===== src/rtl/csa_8bit_pkg.sv =====
// Shared constants for the 8-bit carry-select adder.
// The block is built for one fixed geometry: two 4-bit slices.
package csa_8bit_pkg;

   localparam int CSA_WIDTH = 8;
   localparam int CSA_BLOCK = 4;

endpackage : csa_8bit_pkg


===== src/rtl/csa_8bit_rca_4bit.sv =====
// 4-bit ripple-carry adder built from per-bit full-adder equations.
// It is the building block for the lower slice and both upper candidates.
module rca_4bit (
   input  logic [3:0] a,
   input  logic [3:0] b,
   input  logic       cin,
   output logic [3:0] s,
   output logic       cout
);

   logic carry;

   // The carry is kept in a local variable so the chain stays inside one
   // process rather than forming a bit-level feedback vector.
   always_comb begin
      s     = '0;
      carry = cin;
      for (int i = 0; i < 4; i++) begin
         s[i]  = a[i] ^ b[i] ^ carry;
         carry = (a[i] & b[i]) | (carry & (a[i] ^ b[i]));
      end
      cout = carry;
   end

endmodule : rca_4bit


===== src/rtl/csa_8bit.sv =====
// 8-bit carry-select adder with a registered {cout,sum}; one-cycle latency.
// There is no handshake: a, b, cin are sampled on every rising edge.
module csa_8bit
   import csa_8bit_pkg::*;
#(
   parameter int WIDTH = CSA_WIDTH,
   parameter int BLOCK = CSA_BLOCK
) (
   input  logic [WIDTH-1:0] a,
   input  logic [WIDTH-1:0] b,
   input  logic             cin,
   output logic [WIDTH-1:0] sum,
   output logic             cout,
   input  logic             clk,
   input  logic             rst
);

   logic [BLOCK-1:0] s_lo;
   logic             c4;
   logic [BLOCK-1:0] s_hi0;
   logic [BLOCK-1:0] s_hi1;
   logic             c8_0;
   logic             c8_1;

   logic [WIDTH-1:0] sum_d;
   logic [WIDTH-1:0] sum_q;
   logic             cout_d;
   logic             cout_q;

   rca_4bit u_rca_lo (
      .a    (a[BLOCK-1:0]),
      .b    (b[BLOCK-1:0]),
      .cin  (cin),
      .s    (s_lo),
      .cout (c4)
   );

   // Both upper candidates are computed in parallel; c4 only picks one.
   rca_4bit u_rca_hi0 (
      .a    (a[WIDTH-1:BLOCK]),
      .b    (b[WIDTH-1:BLOCK]),
      .cin  (1'b0),
      .s    (s_hi0),
      .cout (c8_0)
   );

   rca_4bit u_rca_hi1 (
      .a    (a[WIDTH-1:BLOCK]),
      .b    (b[WIDTH-1:BLOCK]),
      .cin  (1'b1),
      .s    (s_hi1),
      .cout (c8_1)
   );

   always_comb begin
      sum_d  = {(c4 ? s_hi1 : s_hi0), s_lo};
      cout_d = c4 ? c8_1 : c8_0;
   end

   always_ff @(posedge clk) begin
      if (!rst) begin
         sum_q  <= '0;
         cout_q <= 1'b0;
      end else begin
         sum_q  <= sum_d;
         cout_q <= cout_d;
      end
   end

   assign sum  = sum_q;
   assign cout = cout_q;

endmodule : csa_8bit


===== config.mk =====
export PLATFORM = sky130hd
export DESIGN_NAME = csa_8bit
export DESIGN_NICKNAME = d
export VERILOG_FILES = /design/src/rtl/csa_8bit_pkg.sv /design/src/rtl/csa_8bit_rca_4bit.sv /design/src/rtl/csa_8bit.sv
export SDC_FILE = /design/constraint.sdc
export NUM_CORES = 1
export LEC_CHECK = 0
export ABC_AREA = 1
export CAP_MARGIN = 20
export CORE_MARGIN = 1.5
export CORE_UTILIZATION = 38
export DETAILED_ROUTE_END_ITERATION = 16
export GPL_TIMING_DRIVEN = 0
export HOLD_SLACK_MARGIN = 0.15
export PLACE_DENSITY = 0.72
export SYNTH_ARGS = -nofsm -noshare
export SYNTH_HDL_FRONTEND = slang
export SYNTH_HIERARCHICAL = 1
export SYNTH_SLANG_ARGS = --single-unit

===== constraint.sdc =====
create_clock -name clk -period 6.3 [get_ports clk]
set_clock_uncertainty 0.1 [all_clocks]
set_input_delay 1.26 -clock clk [delete_from_list [all_inputs] [get_ports clk]]
set_output_delay 1.26 -clock clk [all_outputs]
set_load 0.01 [all_outputs]

== Yosys cells after proc, flatten, opt, wreduce, memory -nomap -nowiden ==
Cells that the tools add are included.

* Register bits after elaboration: 9
* Bits of input ports: 19
* Output and inout bits: 9
* Logic and storage cells: 52

* Mux-type cells: 2
* Bitwise gates (word level): 48

{| class="wikitable"
|+ Operator list
! operator !! count
|-
| AND 1 bit || 18
|-
| bitwise XOR 1 bit || 18
|-
| OR 1 bit || 11
|-
| two-way mux 4 bit || 1
|-
| two-way mux 1 bit || 1
|-
| NOT 1 bit || 1
|}

== Logic depth before layout (Yosys ltp) ==
* Depth after elaboration: 10
* Gate-level depth with buffers: 12
* Gate-level depth less buffers: 12

== Hierarchy ==
The synthesis kept the hierarchy.

{| class="wikitable"
|+ Modules (own cells, without submodules)
! module !! instances !! cells each !! area each (um^2)
|-
| rca_4bit || 3 || 14 || 117.6
|-
| csa_8bit || 1 || 46 || 336.6
|}

== Worst setup path after synthesis ==
Ideal clock, no wire load.

* Path type: input-to-reg
* Start point: in a[4]
* End point: reg sum_q[7], in the netlist sum[7]
* Arrival: 2.938 ns
* Slack: 3.198 ns
* Stages on the path: 12
* Path buffers: 0
* Path through: fa_1 inv_1 fa_1 inv_1 fa_1 inv_1 fa_1 inv_1 inv_1 nand2_1 nand2_1 nor2_1

* Word-level cells in the longest chain between the ends: 8

{| class="wikitable"
|+ RTL lines
! item !! line !! RTL
|-
| from (decl) || csa_8bit.sv:9 || <nowiki>input logic [WIDTH-1:0] a,</nowiki>
|-
| AND 1 bit / bitwise XOR 1 bit (equally long branches) || csa_8bit_rca_4bit.sv:20 || <nowiki>carry = (a[i] & b[i]) | (carry & (a[i] ^ b[i]));</nowiki>
|-
| OR 1 bit * || csa_8bit_rca_4bit.sv:20 ||
|-
| AND 1 bit * || csa_8bit_rca_4bit.sv:20 ||
|-
| OR 1 bit * || csa_8bit_rca_4bit.sv:20 ||
|-
| AND 1 bit * || csa_8bit_rca_4bit.sv:20 ||
|-
| OR 1 bit * || csa_8bit_rca_4bit.sv:20 ||
|-
| bitwise XOR 1 bit * || csa_8bit_rca_4bit.sv:19 || <nowiki>s[i] = a[i] ^ b[i] ^ carry;</nowiki>
|-
| named net s_hi1[3] || csa_8bit.sv:21 || <nowiki>logic [BLOCK-1:0] s_hi1;</nowiki>
|-
| two-way mux 4 bit * || csa_8bit.sv:56 || <nowiki>sum_d = {(c4 ? s_hi1 : s_hi0), s_lo};</nowiki>
|-
| to (signal assigned) || csa_8bit.sv:65 || <nowiki>sum_q <= sum_d;</nowiki>
|-
| to (decl) || csa_8bit.sv:26 || <nowiki>logic [WIDTH-1:0] sum_q;</nowiki>
|}

The timed path passes the listed nets; every way through them passes the cells marked *.
A chain may end at the register's enable or synchronous reset.

== Worst setup path after layout ==
Ends and elaborated chain as after synthesis.

==> impl_metrics.yaml <==
setup_path:
  setup.worst_path.class: "in -> reg"
  crit_path_start_kind: "input pin"
  worstSetupEndpoint: "sum[7]$_SDFF_PN0_"
  critPathArrivalTime_ps: 3520
  cpPeakStageDelay_ps: 480
  path_max_fanout: 2
  critPathCaptureType: "register"
  crit_path_frequent_cell: "inv_1"
  critPathLaunch: "a[4]"
  required_ps: 6400
  cp_cell_sequence: "clkdlybuf4s50_1 > fa_1 > inv_1 > fa_1 > inv_1 > fa_1 > inv_1 > fa_1 > inv_1 > inv_1 > nand2_1 > nand2_1 > nor2_1"
  critPathSlowestCell: "clkdlybuf4s50_1"
synthesis:
  synthesis.nets: 119
  synthesis.area_um2: 689
  yosys.area.top_type: "fa_1"
  synth.distinct_cells: 8
  synth-async-reset-ratio_pct: 0
  synth_flop_cell: "dfxtp_1"
  seq_area_frac_synth_pct: 26.1
  ys_ff_latch: 9
  syn_area_per_cell_um2: 7.83
  synth.most_common_cell: "inv_1"
  synthCells: 88
  yosysTopAreaCellShare_pct: 34.8
  synth_edf_count: 0
  ys_warn_count: 6
  synthTopCellsByArea: "fa_1 (35%), dfxtp_1 (26%), inv_1 (21%)"
  synth_common_cells: "inv_1 (39), nand2_1 (14), fa_1 (12)"
cts:
  cts_setup_buffers: 0
  cts_buffers: 3
  cts_resized: 0
  cts_tree: "done"
  htree_num_levels: 1
  clk_pin_slew_worst_paths_ps: 60
  ctsLongestPathBuffers: 2
  clockRootBuffer: "clkbuf_4"
  postCtsHoldBufs: 0
  cts_sinks: 9
placement:
  postPlaceCellArea_um2: 981
  place_congestion: 0.683
  portBuffers: 26
  dp_cells: 139
  dp_slack_ps: 2610
  dp_hpwl_um: 911
power_and_ir_drop:
  p_total_mw: 0.177
  p_leak_nw: 0.572
  power_density_nw_per_um2: 176
  ir_drop_v: 0.000108
floorplan:
  core_area_um2: 1710
  die_h_um: 45.6
  io_pins: 28
  die_x_um: 45.6
  num_rows: 15
  die_area_um2: 2080
  initial_utilization_pct: 40.4
sta:
  maxSlewViolCount: 0
  timing.hold.ws_ps: 1140
  max_freq_mhz: 292
  rsz0062_at_grt: "false"
  setup_viol: 0
  hold_viol: 0
  fin_crit_sh_pct: 54.3
  fin_ws_ps: 2880
  finalSetupTns_ps: 0
  min_period_ps: 3420
grt:
  antenna_found_initial: 0
  grt_pass1_wl_um: 1880
  grtUsageTotal_pct: 12.8
  grt_pass1_vias: 544
  grt_overflow: 0
  grt_max_degree: 11
layout:
  fin_area_um2: 1010
  final_layout_size_suffix_gt1_share_pct: 4.24
  syn_to_final_growth_pct: 46.1
  diodes: 0
  fin_util_pct: 59.0
  nets: 150
  layout.cells.non_filler: 143
detailed_routing:
  post_drt_via_cell_ratio: 3.72
  wl_per_cell_um: 7.21
  drc: 0
  totalWireLength_um: 1030
  dr_total_vias: 532
  drt_iter0_drc: 5
  dr.pass1.iters: 4
  ant_nets: 0
status:
  status: "finished clean"
job:
  drv_cap: 0
worst_hold_path:
  worstHoldPathType: "in -> reg"
  hold_depth: 3
-- flip-flops by register name (all words and copies together), names as in the netlist --
name  cells
cout      1
sum       8
-- power breakdown --
part           internal, mW  total (mW)  switching [mW]
Combinational        0.0368      0.0670          0.0302
Sequential           0.0643      0.0658         0.00156
Clock                0.0244      0.0441          0.0198
-- logic make-up after synthesis --
kind of cell / synth area share [%]
DFF: 26.1
other: 1.09
buffers and inverters: 24.9
adders and majority gates: 34.8
and+or+nand+nor: 13.1
-- how the worst min path moves through the flow --
stage                   endpoint  from  slack, ps
3_3_place_gp   sum[0]$_SDFF_PN0_   rst       1410
3_5_place_dp   sum[0]$_SDFF_PN0_   rst       1410
5_1_grt        sum[3]$_SDFF_PN0_   rst       1140
6_report       sum[3]$_SDFF_PN0_   rst       1140
2_1_floorplan  sum[1]$_SDFF_PN0_   rst       1390
4_1_cts        sum[3]$_SDFF_PN0_   rst       1130
-- metal layers --
metal  global-route usage (%)  vias up  part of all wire [%]
li1                         -      279                     -
met5                        0        -                     0
met4                     3.53        0                     0
met3                     5.95        0                   5.9
met1                     14.0      237                    37
met2                     22.0       16                    57
-- final cells by class --
cell class	count	area, um^2
Timing Repair Buffer	26	260
Inverter	39	146
Tap cell	25	31.3
Fill cell	152	701
Clock buffer	4	26.3
Sequential cell	9	180
Buffer	2	25.0
Multi-Input combinational cell	38	338
-- critical path: cells and delay by family --
| family | cells | cell delay (ps) |
|---|---|---|
| buffers and inverters | 6 | 780 |
| and+or+nand+nor | 3 | 150 |
| adders and majority gates | 4 | 1320 |
-- placed cells by master (no fill, tap or decap) --
cell type / synthesis / layout
buf_6: 1 / 1
clkbuf_1: 0 / 1
clkbuf_4: 0 / 3
clkbuf_8: 1 / 1
clkdlybuf4s50_1: 0 / 26
conb_1: 2 / 2
dfxtp_1: 9 / 9
fa_1: 12 / 12
inv_1: 39 / 39
nand2_1: 14 / 14
nor2_1: 10 / 10
Power figures use the tool's default switching activity.
